`config.mk`:
```
export PLATFORM = sky130hd
export DESIGN_NAME = gsk_burst_sequencer
export DESIGN_NICKNAME = d
export VERILOG_FILES = /design/src/rtl/gsk_burst_sequencer.sv
export SDC_FILE = /design/constraint.sdc
export NUM_CORES = 1
export LEC_CHECK = 0
export ABC_AREA = 1
export CORE_ASPECT_RATIO = 1.5
export CORE_UTILIZATION = 30
export CTS_BUF_LIST = sky130_fd_sc_hd__clkbuf_4
export DETAILED_ROUTE_END_ITERATION = 6
export PLACE_DENSITY = 0.45
export REMOVE_ABC_BUFFERS = 1
export SYNTH_ARGS = -nofsm -noshare
export SYNTH_HDL_FRONTEND = slang
export SYNTH_SLANG_ARGS = --single-unit
```
`constraint.sdc`:
```
create_clock -name clk -period 3.8 [get_ports clk]
set_clock_uncertainty 0.15 [all_clocks]
set_input_delay 0.95 -clock clk [delete_from_list [all_inputs] [get_ports clk]]
set_output_delay 0.95 -clock clk [all_outputs]
set_load 0.1 [all_outputs]
```
`src/rtl/gsk_burst_sequencer.sv`:
```
// gsk_burst_sequencer
//   Table-driven burst scheduler. Each table entry holds {last, lane mask, len};
//   a frame is LEAD silence, then every entry played as len HIGH/LOW pairs,
//   then TAIL silence. All outputs are registered.
//   Optional feature: define GSK_SEQ_FRAME_CNT_EN to add the frame_cnt output.
module gsk_burst_sequencer #(
   parameter int LANES    = 7,
   parameter int DEPTH    = 16,
   parameter int LEAD_CYC = 15,
   parameter int TAIL_CYC = 60,
   parameter int AW       = $clog2(DEPTH),
   parameter int EW       = LANES + 9
) (
   input  logic             clk,
   input  logic             rst_n,
   input  logic             start,
   input  logic             stop,
   input  logic             loop,
   input  logic             cfg_we,
   input  logic [AW-1:0]    cfg_addr,
   input  logic [EW-1:0]    cfg_wdata,
   output logic             cfg_err,
   output logic             busy,
   output logic             frame_done,
   output logic [AW-1:0]    cur_idx,
   output logic [LANES-1:0] lanes
`ifdef GSK_SEQ_FRAME_CNT_EN
   ,
   output logic [15:0]      frame_cnt
`endif
);

   localparam logic [2:0] S_IDLE = 3'd0;
   localparam logic [2:0] S_LEAD = 3'd1;
   localparam logic [2:0] S_HIGH = 3'd2;
   localparam logic [2:0] S_LOW  = 3'd3;
   localparam logic [2:0] S_TAIL = 3'd4;

   localparam int CW = 16;
   localparam logic [CW-1:0] LEAD_N   = CW'(LEAD_CYC);
   // A looped frame restarts through one extra cycle, as if start had been
   // sampled right after the tail: the lead phase is one cycle longer.
   localparam logic [CW-1:0] RELOAD_N = CW'(LEAD_CYC + 1);
   localparam logic [CW-1:0] TAIL_N   = CW'(TAIL_CYC);
   localparam logic [AW-1:0] LAST_IDX = AW'(DEPTH - 1);

   // pattern table, not touched by reset
   logic [EW-1:0]    tbl_q [DEPTH];

   logic [2:0]       state_q, state_d;
   logic [AW-1:0]    cur_idx_q, cur_idx_d;
   logic [7:0]       rep_q, rep_d;       // HIGH/LOW pairs left, current one included
   logic [CW-1:0]    cyc_q, cyc_d;       // LEAD/TAIL cycles left, current one included
   logic             pend_q, pend_d;     // stop seen in HIGH, honoured after the LOW
   logic [LANES-1:0] lanes_q, lanes_d;
   logic             busy_q, busy_d;
   logic             done_q, done_d;
   logic             err_q, err_d;

   logic             start_ok, wr_ok;
   logic [AW-1:0]    ld_idx;
   logic [LANES-1:0] ld_mask, cur_mask;
   logic [7:0]       ld_len;
   logic             frame_end, go_entry, go_end;

   // entry fetch: next entry to load, with bypass of a write accepted this cycle
   always_comb begin
      start_ok = start & ~stop & (state_q == S_IDLE);
      wr_ok    = cfg_we & (state_q == S_IDLE);
      ld_idx   = (state_q == S_LOW) ? cur_idx_q + AW'(1) : '0;
      if (wr_ok && (cfg_addr == ld_idx)) begin
         ld_mask = cfg_wdata[EW-2:8];
         ld_len  = cfg_wdata[7:0];
      end else begin
         ld_mask = tbl_q[ld_idx][EW-2:8];
         ld_len  = tbl_q[ld_idx][7:0];
      end
      cur_mask  = tbl_q[cur_idx_q][EW-2:8];
      frame_end = tbl_q[cur_idx_q][EW-1] | (cur_idx_q == LAST_IDX);
   end

   // sequencer next-state and next-output logic
   always_comb begin
      state_d   = state_q;
      cur_idx_d = cur_idx_q;
      rep_d     = rep_q;
      cyc_d     = cyc_q;
      pend_d    = pend_q;
      lanes_d   = '0;
      done_d    = 1'b0;
      go_entry  = 1'b0;
      go_end    = 1'b0;
      err_d     = cfg_we & (state_q != S_IDLE);

      case (state_q)
         S_IDLE: begin
            cur_idx_d = '0;
            pend_d    = 1'b0;
            if (start_ok) begin
               if (LEAD_CYC == 0) begin
                  go_entry = 1'b1;
               end else begin
                  state_d = S_LEAD;
                  cyc_d   = LEAD_N;
               end
            end
         end
         S_LEAD: begin
            if (stop) begin
               state_d = S_IDLE;
            end else if (cyc_q <= 16'd1) begin
               go_entry = 1'b1;
            end else begin
               cyc_d = cyc_q - 16'd1;
            end
         end
         S_HIGH: begin
            // never cut a pulse short: a stop here waits for the LOW
            state_d = S_LOW;
            if (stop) pend_d = 1'b1;
         end
         S_LOW: begin
            if (stop || pend_q) begin
               state_d   = S_IDLE;
               cur_idx_d = '0;
               pend_d    = 1'b0;
            end else if (rep_q > 8'd1) begin
               state_d = S_HIGH;
               rep_d   = rep_q - 8'd1;
               lanes_d = cur_mask;
            end else if (frame_end) begin
               go_end = 1'b1;
            end else begin
               go_entry = 1'b1;
            end
         end
         S_TAIL: begin
            if (stop) begin
               state_d   = S_IDLE;
               cur_idx_d = '0;
            end else if (cyc_q <= 16'd1) begin
               cur_idx_d = '0;
               if (loop) begin
                  state_d = S_LEAD;
                  cyc_d   = RELOAD_N;
               end else begin
                  state_d = S_IDLE;
               end
            end else begin
               cyc_d = cyc_q - 16'd1;
            end
         end
         default: begin
            state_d   = S_IDLE;
            cur_idx_d = '0;
         end
      endcase

      // start playing entry ld_idx; a zero length is a single silent LOW
      if (go_entry) begin
         cur_idx_d = ld_idx;
         if (ld_len == 8'd0) begin
            state_d = S_LOW;
            rep_d   = 8'd0;
         end else begin
            state_d = S_HIGH;
            rep_d   = ld_len;
            lanes_d = ld_mask;
         end
      end

      // frame complete: pulse done, then tail (or straight on when no tail)
      if (go_end) begin
         done_d = 1'b1;
         if (TAIL_CYC == 0) begin
            cur_idx_d = '0;
            if (loop) begin
               state_d = S_LEAD;
               cyc_d   = RELOAD_N;
            end else begin
               state_d = S_IDLE;
            end
         end else begin
            state_d = S_TAIL;
            cyc_d   = TAIL_N;
         end
      end

      busy_d = (state_d != S_IDLE);
   end

   // state and registered outputs
   always_ff @(posedge clk) begin
      if (!rst_n) begin
         state_q   <= S_IDLE;
         cur_idx_q <= '0;
         rep_q     <= '0;
         cyc_q     <= '0;
         pend_q    <= 1'b0;
         lanes_q   <= '0;
         busy_q    <= 1'b0;
         done_q    <= 1'b0;
         err_q     <= 1'b0;
      end else begin
         state_q   <= state_d;
         cur_idx_q <= cur_idx_d;
         rep_q     <= rep_d;
         cyc_q     <= cyc_d;
         pend_q    <= pend_d;
         lanes_q   <= lanes_d;
         busy_q    <= busy_d;
         done_q    <= done_d;
         err_q     <= err_d;
      end
   end

   // table write port, idle only
   always_ff @(posedge clk) begin
      if (rst_n && wr_ok) tbl_q[cfg_addr] <= cfg_wdata;
   end

   assign cfg_err    = err_q;
   assign busy       = busy_q;
   assign frame_done = done_q;
   assign cur_idx    = cur_idx_q;
   assign lanes      = lanes_q;

`ifdef GSK_SEQ_FRAME_CNT_EN
   logic [15:0] frame_cnt_q, frame_cnt_d;

   // completed-frame counter, restarted by each accepted start
   always_comb begin
      frame_cnt_d = frame_cnt_q;
      if (start_ok)    frame_cnt_d = '0;
      else if (done_d) frame_cnt_d = frame_cnt_q + 16'd1;
   end

   // frame counter register
   always_ff @(posedge clk) begin
      if (!rst_n) frame_cnt_q <= '0;
      else        frame_cnt_q <= frame_cnt_d;
   end

   assign frame_cnt = frame_cnt_q;
`endif

endmodule

```
==> results of run 1 <==
cell usage after synthesis (9+ instances only):
cell type	number	share of area, %
sky130_fd_sc_hd__nand2_1	310	8.1
sky130_fd_sc_hd__edfxtp_1	256	53
sky130_fd_sc_hd__nor2_1	177	4.6
sky130_fd_sc_hd__inv_1	152	4.0
sky130_fd_sc_hd__nand3_1	142	4.9
sky130_fd_sc_hd__o21ai_0	130	4.5
sky130_fd_sc_hd__a21oi_1	89	3.1
sky130_fd_sc_hd__clkbuf_1	47	1.2
sky130_fd_sc_hd__o211ai_1	47	2.4
sky130_fd_sc_hd__dfxtp_1	46	6.4
sky130_fd_sc_hd__buf_2	24	0.83
sky130_fd_sc_hd__nor3_1	17	0.59
sky130_fd_sc_hd__nand3b_1	13	0.68
sky130_fd_sc_hd__xor2_1	11	0.67
sky130_fd_sc_hd__nand4_1	9	0.39
sky130_fd_sc_hd__or2_2	9	0.39
sequential cells by signal, summed over array words and instances, names as in the netlist, named ones only:
name and count:
rep_q 8, lanes 7, cyc_q 16, pend_q 1, cur_idx 4, state_q 3
busy 1, cfg_err 1, frame_done 1, tbl_q 256
worst paths after layout:
path | startpoint | endpoint | slack, ps
hold reg to reg | cyc_q[1] | cyc_q[1] | 370
setup / recovery | frame_done | frame_done | 500
hold / removal | cyc_q[1] | cyc_q[1] | 370
setup reg to reg | state_q[2] | lanes[2] | 580
metal layers:
layer,wire (um),track usage [%]
met1,18320,21.85
met2,24290,34.68
met3,2080,2.908
met4,1503,8.965
met5,0,0
logic make-up (layout without fill, tap and decap cells):
family                   after synthesis  count (layout)
multiplexers                           7               7
AO/OA/AOI/OAI                        282             282
buffers and inverters                240             413
XOR/XNOR                              18              18
adder cells (fa/ha/maj)                5               5
flip-flops                           302             302
other                                  0               2
AND/OR/NAND/NOR                      697             697
layout make-up:
| cell class | count | area share, % |
|---|---|---|
| inverters | 160 | 3.554 |
| well taps | 600 | 4.442 |
| flip-flops and latches | 302 | 50.94 |
| clock inverters | 26 | 0.9328 |
| multi-input cells | 1009 | 29.26 |
| clock buffers | 117 | 5.197 |
| repair buffers | 110 | 5.642 |
| diodes | 2 | 0.02961 |
power by group through the flow:
stage / logic [mW] / registers, mW / clock network [mW]
2_1_floorplan: 0.247 / 3.75 / 0
3_3_place_gp: 0.472 / 3.73 / 0
3_5_place_dp: 0.474 / 3.73 / 0
4_1_cts: 0.476 / 3.66 / 3.02
5_1_grt: 0.525 / 3.66 / 3.19
6_report: 0.468 / 3.66 / 2.91
metrics by stage:
step	setup slack, ps	TNS (ps)	util [%]	hold slack (ps)	power (mW)
after floorplan	-1469	-36190	-	320.2	3.996
after global placement	216.4	0	33.33	344.4	4.206
after detailed placement	106.6	0	33.33	355.3	4.208
after CTS	409.5	0	35.51	366.2	7.161
after global routing	379.3	0	35.52	384.3	7.374
final	497.5	0	35.52	369.0	7.041
==> results by stage, run 1 <==
Floorplanning:
- The core region is 47580 sq um.
- After floorplanning, the core was divided into 98 placement rows.
- Measured along the y axis, the die boundary spans 270.6 um.
- The die covers 49010 sq um.
- The effective utilization at floorplan is 30.34%.
- 40 I/O pins were placed.
- The die is 181.1 um wide.

Pwr:
- Net switching is 25.01% of the power.
- The combinational share of power is 6.7%.
- The worst supply voltage drop on vdd is 0.1780 mV.
- The leakage power summed over all cells is 6.507 nW.
- The power share of the sequential group is 52.0%.
- The internal portion of the total power is 5.280 mW.
- The switching power summed over all nets is 1.761 mW.
- The relative contribution of the clock network to total power is 41.3%.
- Dividing total power by cell area gives a power density of 416.6 nW/um^2.

Cells and area:
- After routing the design area is 16900 sq um.
- The number of filler cells placed in the layout is 4964.
- The top cell types in the final layout, fill and taps aside, are sky130_fd_sc_hd__nand2_1 (310), sky130_fd_sc_hd__edfxtp_1 (256), sky130_fd_sc_hd__nor2_1 (158).
- In the final design database the tool counted 1693 nets.
- The multi-input combinational cell area is 4945 sq um.
- The footprint of the flip-flops and latches is 8610 sq um.
- The final standard cell count with taps included and fillers excluded is 2326.
- The most frequent standard cell in the layout excluding fill and tap cells is sky130_fd_sc_hd__nand2_1.
- Of the cells placed in the final design, the portion with a size suffix greater than 1 is 14.91%.
- From synthesis to final layout, the design area changed by 17.10%.

Worst setup path:
- For this run, the slowest stage of the critical path takes 1120 ps.
- The path depth of the worst reg2reg path is 14.
- The biggest fanout along the worst timing path is 1.
- Counting both buffers and inverters, the worst setup path holds a total of 1.
- The number of stages on the worst setup path is 1.
- The kind of start point of the critical path is a flop.
- The kind of critical path is reg2out.
- The data arrival time at the worst-slack endpoint is 2200 ps.
- On the critical path, the stage with the largest delay is an instance of sky130_fd_sc_hd__clkdlybuf4s50_1.
- The family with the most delay on the worst path is buffers and inverters.
- The sort of element at the end of the critical path is an output pin.
- Traced cell by cell, the critical path runs through clkdlybuf4s50_1.
- At the worst endpoint, the required time is 2700 ps.

Detailed routing:
- The routed layout has 11570 vias.
- Dividing the detail-routed wire length by the instance count gives 19.86 um.
- The wire length reported by the detailed router is 46.19 mm.
- The first detailed-routing pass took 5 iterations.
- The count of nets left with antenna violations once routing finished came out at 0.
- The first routing iteration left 761 violations.
- The post-route DRC violation count is 0.
- The average vias per placed instance is 4.975.

CTS:
- The clock sink total is 302.
- Buffers added to address setup during post-CTS repair amount to 0.
- The H-tree was split into 3 levels.
- The source-to-sink clock delay at the later pin of the worst-skew pair is 810 ps.
- Gates resized during post-CTS repair numbered 0.
- The root buffer cell chosen for the clock tree is sky130_fd_sc_hd__clkbuf_4.
- Buffers inserted to repair hold after CTS numbered 0.
- After clock tree synthesis, the clock-pin slew on the worst setup and hold paths is 70 ps.
- TritonCTS built the clock tree.
- Buffers inserted during clock tree synthesis total 79.
- In this run the deepest clock path goes through 3 buffers.

Place:
- The number of placed instances with taps included is 2181.
- The placed instance area is 15860 sq um.
- The final RePlAce weighted congestion is 0.8349.
- After legalization and detailed placement, the total HPWL measured 29.43 mm.
- Port buffering added 39 buffers.

STA:
- Subtracting the final worst setup slack from the clock period gives 3303 ps.
- The final critical-path share of the clock period is 86.91%.
- In this run the tightest slew margin relative to its limit is 35.88%.
- The maximum clock frequency is 302.8 MHz.
- Setup violations remaining at the end of the flow were counted as 0.
- For the pin with the worst max-slew slack, the measured transition is 958.8 ps.
- The count of endpoints failing hold in the final timing report was 0.
- The total count of max-transition violations in the final report was 0.
- Setup repair after global routing left no endpoint under its margin.

Logic synthesis:
- After synthesis the netlist holds a flip-flop and latch count of 302.
- The XOR/XNOR share of the synthesized area is 1.092%.
- Sequential elements use 59.64% of the synthesized area.
- The share of async-settable or async-resettable flops after synthesis is 0%.
- After technology mapping, the gate count stands at 1551.
- The share of synthesized cell area in full adder, half adder and majority cells is 0.4335%.
- The portion of synthesized area spent on multiplexers is 0.4855%.
- The total number of yosys warnings is 0.
- The netlist area before placement is 14430 sq um.
- In this run, synthesis inferred 256 flip-flops with an integrated enable.
- The post-synthesis share of cell area spent on and, or, nand and nor gates is 20.84%.
- The share of the synthesized area in compound gates (AO/OA/AOI/OAI) is 10.98%.
- After synthesis, the mean cell area works out to 9.305 sq um.
- The count of different cell masters after synthesis is 39.
- The flip-flop cell with the highest count after synthesis is sky130_fd_sc_hd__edfxtp_1.
- By area, the combinational part of the netlist is dominated by simple AND/OR/NAND/NOR gates.

Run status:
- The flow ran to the end, and the final reports show no timing, DRC or antenna violations.

Global routing:
- The final global-route overflow total is 0.
- The number of antenna violations at the first check in global routing is 2.
- The number of global-route vias before repair is 11440.
- Global routing used 19.13% of the available tracks.
- The wire length of the first global-routing pass is 69.86 mm.
- Entering global routing, the biggest net connects 72 pins.

Min path:
- The path class of the tightest hold or removal check is reg2reg.
- The worst hold path passes through 2 cells.

Run:
- The max-cap violation count is 0.
No activity file was read; power rests on OpenSTA's default activity.
==> run 2: changes to the inputs <==
PLACE_DENSITY = not set   (was 0.45)
==> run 2 against run 1 <==
Net effect: setup slack better by 24 ps; sequential share of layout area rose by 0.69 points; first-iteration DRC count up 16%; via count up 0.66%; routed wire length is 7.6% lower; utilization fell by 0.48 points; clock power down 8.6%; sequential power hardly changed.
==> results by stage, run 2 (synthesized netlist as in run 1, its figures left out) <==
Run status:
- The run finished with clean final reports.

Cells and area:
- In the final layout, the registers with the most flip-flops are tbl_q (256), cyc_q (16), rep_q (8).
- The footprint of the flip-flops and latches was 8610 sq um (unchanged).
- Leaving out fill and tap cells, the most frequent cell in the layout is sky130_fd_sc_hd__nand2_1.
- The number of flip-flops in the largest register is 256 (unchanged).
- The multi-input combinational cell area was 4945 sq um (unchanged).
- The share of layout cells above drive strength 1 is 13.50% (-1.4 points).
- The number of filler cells placed in the layout is 4791 (-3.5%).
- In the layout the commonest cells are sky130_fd_sc_hd__nand2_1 (310), sky130_fd_sc_hd__edfxtp_1 (256), sky130_fd_sc_hd__nor2_1 (158).
- More flip-flops sit in one register than any other, and that register is tbl_q.
- The final net count is 1677 (-0.95%).
- The growth of design area from synthesis to finish is 15.53%.

Detailed routing:
- The wire length reported by the detailed router is 42.68 mm (-7.6%).
- The post-route DRC violation count is 0 (unchanged).
- The final antenna-violating net count was 0 (unchanged).
- The number of detailed-routing iterations run before antenna repair was 5 (unchanged).
- The average vias per placed instance is 5.071 (+1.9%).
- The first-iteration detailed-routing DRC count was 883 (+16%).
- The average wire per cell in the routed design was 18.58 um (-6.4%).
- The number of vias in the routed layout is 11650 (+0.66%).

Place:
- The number of buffers inserted by port buffering was 39 (unchanged).
- The post-detailed-placement half-perimeter wirelength was 27.22 mm (-7.5%).
- The worst setup timing slack at the placement stage was 221.6 ps (+115.0 ps).
- The final RePlAce weighted congestion came to 0.8891 (+6.5%).

CTS:
- The clock sink total is 302 (unchanged).
- The post-cts resize count was 0 (unchanged).
- The source-to-sink clock delay at the later pin of the worst-skew pair came to 760 ps (-50 ps).
- The H-tree depth reported by CTS is 3 (unchanged).
- The post-CTS clock slew at the launch and capture registers of the worst setup and hold paths is 80 ps (about the same).
- The number of buffers added for setup after CTS is 0 (unchanged).
- The total clock buffers created by CTS is 72 (-8.9%).
- The number of buffers between clock root and the deepest sink was 3 (unchanged).
- The clock root buffer is sky130_fd_sc_hd__clkbuf_4.
- TritonCTS built the clock tree.
- The number of buffers inserted by hold repair at cts came to 0 (unchanged).

Min path:
- The tightest min-delay check is of the reg2reg type.
- The capture endpoint of the worst hold path is cyc_q[15].
- The number of stages on the worst hold path is 2 (unchanged).
- The startpoint identified for the worst hold timing path is cyc_q[15].

STA:
- The worst-margin pin slew is 714.6 ps (-244.2 ps).
- The maximum clock frequency is 305.0 MHz (+0.72%).
- The count of endpoints failing hold in the final timing report came to 0 (unchanged).
- The headroom to the max-slew limit is 52.30% (+16 points).
- The final critical-path share of the clock period is 86.28% (-0.62 points).
- The final count of negative-setup-slack endpoints is 0 (unchanged).
- The total count of max-transition violations in the final report is 0 (unchanged).
- The sum of negative setup slack was 0 ps (unchanged).
- The final critical delay including setup and external delays is 3279 ps (-23.70 ps).
- The final hold slack is 368.7 ps (-0.3680 ps).
- Setup repair after global routing left no endpoint under its margin.
- The setup slack after layout is 521.2 ps (+23.70 ps).

Pwr:
- The combinational share of power came to 6.8% (about the same).
- The power share of the sequential group was 54.0% (+2.0 points).
- The switching power share of the total is 24.47% (-0.55 points).
- The worst supply voltage drop on vdd is 0.1343 mV (-25%).
- The leakage power summed over all cells is 6.362 nW (-2.2%).
- The switching power summed over all nets came to 1.660 mW (-5.8%).
- The power density normalized to cell area was 406.8 nW/um^2 (-2.4%).
- The internal power of the cells came to 5.123 mW (-3.0%).
- The relative contribution of the clock network to total power is 39.2% (-2.1 points).

Floorplanning:
- The number of ports placed on the die boundary was 40 (unchanged).
- The effective utilization at floorplan was 30.34% (unchanged).
- The core area is 47580 sq um (unchanged).
- The height of the die is 270.6 um (unchanged).
- The die outline width was 181.1 um (unchanged).
- The count of standard-cell rows is 98 (unchanged).
- The floorplan die area was 49010 sq um (unchanged).

Worst setup path:
- The signal on the critical path passes through inv_1 -> nand3_1 -> nor2_4 -> buf_12 -> nand2_1 -> nand2_1 -> nand3_1 -> nand3_1 -> nand3_1 -> nand2_1 -> nand2_1 -> nor2_1 -> nand2_2 -> a21oi_1 -> nor2_1.
- The worst path required time was 4280 ps (+1580 ps).
- The worst reg2reg path startpoint is state_q[2].
- The data arrival time at the worst-slack endpoint is 3750 ps (+1550 ps).
- The cell at the slowest stage of the critical path is sky130_fd_sc_hd__dfxtp_1.
- The maximum single-stage delay on the critical path is 420 ps (-700 ps).
- The worst setup path is launched from a flop.
- The endpoint of the worst register-to-register path is lanes[6].
- The minimum setup slack among reg-to-reg paths was 520 ps (-60 ps).
- The worst setup path is of the reg2reg kind.
- The biggest fanout along the worst timing path is 102 (+101).
- The path depth of the worst reg2reg path came to 15 (+1).
- The sort of element at the end of the critical path is a flop.

Global routing:
- The pin count of the biggest net entering global routing is 103 (+43%).
- The number of global-route vias before repair came to 11670 (+2.0%).
- The global-route usage over all layers is 17.48% (-1.6 points).
- The wire length of the first global-routing pass came to 65.45 mm (-6.3%).
- The final global-route overflow total is 0 (unchanged).
- The number of antenna violations at the first check in global routing is 1 (-1).

Run:
- The max-cap violation count is 0 (unchanged).
[run 2: power groups by stage]
stage	clock network, mW	registers (mW)	logic, mW
2_1_floorplan	0	3.75	0.247
3_3_place_gp	0	3.73	0.454
3_5_place_dp	0	3.73	0.461
4_1_cts	2.72	3.66	0.463
5_1_grt	2.86	3.66	0.514
6_report	2.66	3.66	0.464
[run 2: layer usage]
layer  track usage [%]  share of wire, %  up-vias
li1                  -                 -     5530
met1             18.05                37     5619
met2             32.42                54      378
met3             2.665               4.8      120
met4             11.53               5.1        0
met5                 0                 0        -
[run 2: worst max path at each step]
stage | from | endpoint | slack, ps | cells past startpoint
after global placement | cfg_addr[0] | lanes[2] | 290 | 13
after floorplan | cur_idx[0] | busy | -1470 | 14
final | state_q[2] | lanes[6] | 520 | 15
after CTS | state_q[0] | lanes[6] | 570 | 14
after global routing | state_q[0] | lanes[0] | 250 | 14
after detailed placement | cfg_addr[2] | lanes[6] | 220 | 13
[run 2: worst max-delay path: cells and delay by family, from the launching register on]
family | cells | cell delay, ps
compound gates | 1 | 230
flops | 1 | 420
buf+inv | 2 | 520
simple gates | 12 | 1700
[run 2: per-stage QoR]
step                      std cells  power (mW)  cell area (sq um)  utilization (%)
after global routing           2297       7.037              16670            35.05
after floorplan                1471       3.996              14090                -
after CTS                      2296       6.845              16670            35.04
final                          2297       6.782              16670            35.05
after detailed placement       2172       4.194              15760            33.13
after global placement         2172       4.187              15760            33.13
[run 2: cell type report]
| type | instances | area share, % |
|---|---|---|
| Multi-Input combinational cell | 1009 | 29.66 |
| Tap cell | 600 | 4.502 |
| Sequential cell | 302 | 51.64 |
| Timing Repair Buffer | 101 | 5.148 |
| Clock inverter | 26 | 1.028 |
| Antenna cell | 1 | 0.01501 |
| Clock buffer | 98 | 4.412 |
| Inverter | 160 | 3.602 |
==> run 3: changes to the inputs <==
CTS_BUF_LIST = not set   (was sky130_fd_sc_hd__clkbuf_4)
==> run 3 against run 2 <==
Net effect: critical path depth is 1 lower; sequential power hardly changed; sequential share of layout area is 0.085 points lower; routed wire length is 0.71% lower; worst hold slack worse by 1.9 ps; global-route usage is 0.40 points lower; setup slack better by 52 ps; count of clock-buffer cells in the layout is 61 lower; utilization is 0.058 points higher; via count is 2.1% lower; design area is 0.16% higher; fmax is 1.6% higher; largest cell class unchanged; highest routed layer unchanged.
==> results by stage, run 3 (synthesized netlist as in run 1, its figures left out) <==
Worst setup path:
- The minimum setup slack among reg-to-reg paths is 570 ps (+50 ps).
- The data arrival time at the worst-slack endpoint is 3520 ps (-230 ps).
- The biggest fanout along the worst timing path was 102 (unchanged).
- STA classifies the critical path startpoint as a flop.
- The kind of critical path is reg2reg.
- The worst register-to-register path begins at state_q[0].
- The end point of the critical path is lanes[6].
- The sort of element at the end of the critical path is a flop.
- The path depth of the worst reg2reg path is 14 (-1).
- The endpoint of the worst register-to-register path is lanes[6].
- The critical path starts at state_q[0].
- The worst path required time was 4090 ps (-190 ps).

Cells and area:
- The utilization after layout is 35.10% (+0.058 points).
- In the final layout, the registers with the most flip-flops are tbl_q (256), cyc_q (16), rep_q (8).
- The number of filler cells placed in the layout is 4740 (-1.1%).
- The count of antenna diodes in the layout came to 0 (-1).
- The number of flip-flops in the largest register was 256 (unchanged).
- The growth of design area from synthesis to finish is 15.72%.
- The footprint of the flip-flops and latches is 8610 sq um (unchanged).
- In the layout the commonest cells are sky130_fd_sc_hd__nand2_1 (310), sky130_fd_sc_hd__edfxtp_1 (256), sky130_fd_sc_hd__nor2_1 (158).
- The multi-input combinational cell area is 4945 sq um (unchanged).
- The share of layout cells above drive strength 1 is 10.04% (-3.5 points).
- The register with the most flip-flops in the final layout is tbl_q.
- The final net count is 1633 (-2.6%).
- The most frequent standard cell in the layout excluding fill and tap cells is sky130_fd_sc_hd__nand2_1.

CTS:
- The total clock buffers created by CTS came to 28 (-61%).
- The H-tree depth reported by CTS was 1 (-2).
- The number of buffers between clock root and the deepest sink is 3 (unchanged).
- The TritonCTS clock tree is done.
- The number of buffers inserted by hold repair at cts is 0 (unchanged).
- Clock tree synthesis selected as its root buffer the cell sky130_fd_sc_hd__clkbuf_16.
- The number of buffers added for setup after CTS is 0 (unchanged).
- The clock sink total is 302 (unchanged).
- The post-cts resize count came to 0 (unchanged).
- The post-CTS clock slew at the launch and capture registers of the worst setup and hold paths is 70 ps (about the same).
- The source-to-sink clock delay at the later pin of the worst-skew pair is 560 ps (-200 ps).

STA:
- The sum of negative setup slack is 0 ps (unchanged).
- The headroom to the max-slew limit was 53.08% (+0.78 points).
- The maximum clock frequency was 309.9 MHz (+1.6%).
- The final critical delay including setup and external delays was 3227 ps (-52.05 ps).
- The final critical-path share of the clock period is 84.91% (-1.4 points).
- Setup repair after global routing left no endpoint under its margin.
- The setup slack after layout is 573.2 ps (+52.05 ps).
- The final hold slack is 366.8 ps (-1.891 ps).
- The total count of max-transition violations in the final report is 0 (unchanged).
- The final count of negative-setup-slack endpoints is 0 (unchanged).
- The worst-margin pin slew was 701.7 ps (-12.93 ps).
- The count of endpoints failing hold in the final timing report is 0 (unchanged).

Detailed routing:
- The post-route DRC violation count is 0 (unchanged).
- The wire length reported by the detailed router was 42.37 mm (-0.71%).
- The average wire per cell in the routed design was 19.05 um (+2.6%).
- The number of vias in the routed layout is 11400 (-2.1%).
- The first-iteration detailed-routing DRC count was 880 (-0.34%).
- The final antenna-violating net count was 0 (unchanged).
- The number of detailed-routing iterations run before antenna repair is 5 (unchanged).
- The average vias per placed instance came to 5.125 (+1.1%).

Floorplanning:
- The floorplan die area came to 49010 sq um (unchanged).
- The core area is 47580 sq um (unchanged).
- The die outline width was 181.1 um (unchanged).
- The number of ports placed on the die boundary is 40 (unchanged).
- The height of the die is 270.6 um (unchanged).
- The count of standard-cell rows is 98 (unchanged).
- The effective utilization at floorplan is 30.34% (unchanged).

Global routing:
- The pin count of the biggest net entering global routing is 103 (unchanged).
- The number of antenna violations at the first check in global routing is 0 (-1).
- The global-route usage over all layers is 17.08% (-0.40 points).
- The final global-route overflow total is 0 (unchanged).
- The number of global-route vias before repair is 11350 (-2.8%).
- The wire length of the first global-routing pass is 64.70 mm (-1.1%).

Place:
- The post-detailed-placement half-perimeter wirelength was 27.22 mm (unchanged).
- The number of buffers inserted by port buffering came to 39 (unchanged).
- The final RePlAce weighted congestion was 0.8891 (unchanged).
- The worst setup timing slack at the placement stage is 221.6 ps (unchanged).

Min path:
- In this run the worst hold path is classified as reg2reg.

Pwr:
- The internal power of the cells was 5.416 mW (+5.7%).
- The worst supply voltage drop on vdd was 0.3088 mV (+130%).
- The power density normalized to cell area is 420.1 nW/um^2 (+3.3%).
- The switching power share of the total is 22.81% (-1.7 points).
- The sum of internal, switching and leakage power is 7.017 mW (+3.5%).
- The switching power summed over all nets is 1.601 mW (-3.5%).
- The relative contribution of the clock network to total power is 41.2% (+2.0 points).
- The leakage power summed over all cells came to 6.289 nW (-1.2%).
- The combinational share of power was 6.6% (-0.2 points).
- The power share of the sequential group came to 52.2% (-1.8 points).

Run:
- The max-cap violation count is 0 (unchanged).

Run status:
- The run finished with clean final reports.
[run 3: cell types whose count changed in the layout (fill, tap and decap cells not counted)]
| cell | previous run | this run |
|---|---|---|
| sky130_fd_sc_hd__bufinv_16 | 2 | 3 |
| sky130_fd_sc_hd__diode_2 | 1 | 0 |
| sky130_fd_sc_hd__inv_6 | 0 | 1 |
| sky130_fd_sc_hd__inv_2 | 3 | 2 |
| sky130_fd_sc_hd__clkinv_8 | 0 | 1 |
| sky130_fd_sc_hd__clkbuf_4 | 98 | 0 |
| sky130_fd_sc_hd__clkbuf_8 | 0 | 1 |
| sky130_fd_sc_hd__clkinvlp_4 | 3 | 2 |
| sky130_fd_sc_hd__clkinv_1 | 21 | 8 |
| sky130_fd_sc_hd__clkinv_2 | 4 | 5 |
| sky130_fd_sc_hd__clkbuf_1 | 0 | 7 |
| sky130_fd_sc_hd__clkbuf_16 | 0 | 29 |
[run 3: power by group through the flow]
stage | Sequential (mW) | Combinational (mW) | Clock, mW
2_1_floorplan | 3.75 | 0.247 | 0
3_3_place_gp | 3.73 | 0.454 | 0
3_5_place_dp | 3.73 | 0.461 | 0
4_1_cts | 3.66 | 0.462 | 2.94
5_1_grt | 3.66 | 0.514 | 3.05
6_report | 3.66 | 0.463 | 2.89
[run 3: layer usage]
metal | GRT usage, % | wire length [um] | up-vias
met3 | 1.965 | 2215 | 127
met5 | 0 | 0 | -
met1 | 18.33 | 15550 | 5482
met4 | 9.121 | 2131 | 0
li1 | - | - | 5399
met2 | 32.33 | 22480 | 390
[run 3: cell type report]
class	count	share of cell area, %
clock inverter	15	1.026
timing repair buffer	101	5.139
clock buffer	37	4.585
sequential	302	51.55
inverter	160	3.596
tap	600	4.495
multi-input combinational	1009	29.61
[run 3: critical path, stage by stage (launching register included)]
cell and delay, ps:
sky130_fd_sc_hd__dfxtp_1 470, sky130_fd_sc_hd__nand3_1 340, sky130_fd_sc_hd__nor2_4 220, sky130_fd_sc_hd__buf_12 400
sky130_fd_sc_hd__nand2_1 90, sky130_fd_sc_hd__nand2_1 130, sky130_fd_sc_hd__nand3_1 100, sky130_fd_sc_hd__nand3_1 170
sky130_fd_sc_hd__nand3_1 140, sky130_fd_sc_hd__nand2_1 90, sky130_fd_sc_hd__nand2_1 50, sky130_fd_sc_hd__nor2_1 120
sky130_fd_sc_hd__nand2_2 260, sky130_fd_sc_hd__a21oi_1 230, sky130_fd_sc_hd__nor2_1 60
[run 3: metrics by stage]
step | instances | area (sq um)
2_1_floorplan | 1471 | 14090
3_3_place_gp | 2172 | 15760
3_5_place_dp | 2172 | 15760
4_1_cts | 2224 | 16700
5_1_grt | 2224 | 16700
6_report | 2224 | 16700
[run 3: how the worst min path moves through the flow]
stage,startpoint,depth (start not counted),end
after floorplan,cyc_q[1],2,cyc_q[1]
after global placement,cyc_q[1],2,cyc_q[1]
after detailed placement,cyc_q[15],2,cyc_q[15]
after CTS,cyc_q[15],2,cyc_q[15]
after global routing,cyc_q[1],2,cyc_q[1]
final,cyc_q[15],2,cyc_q[15]
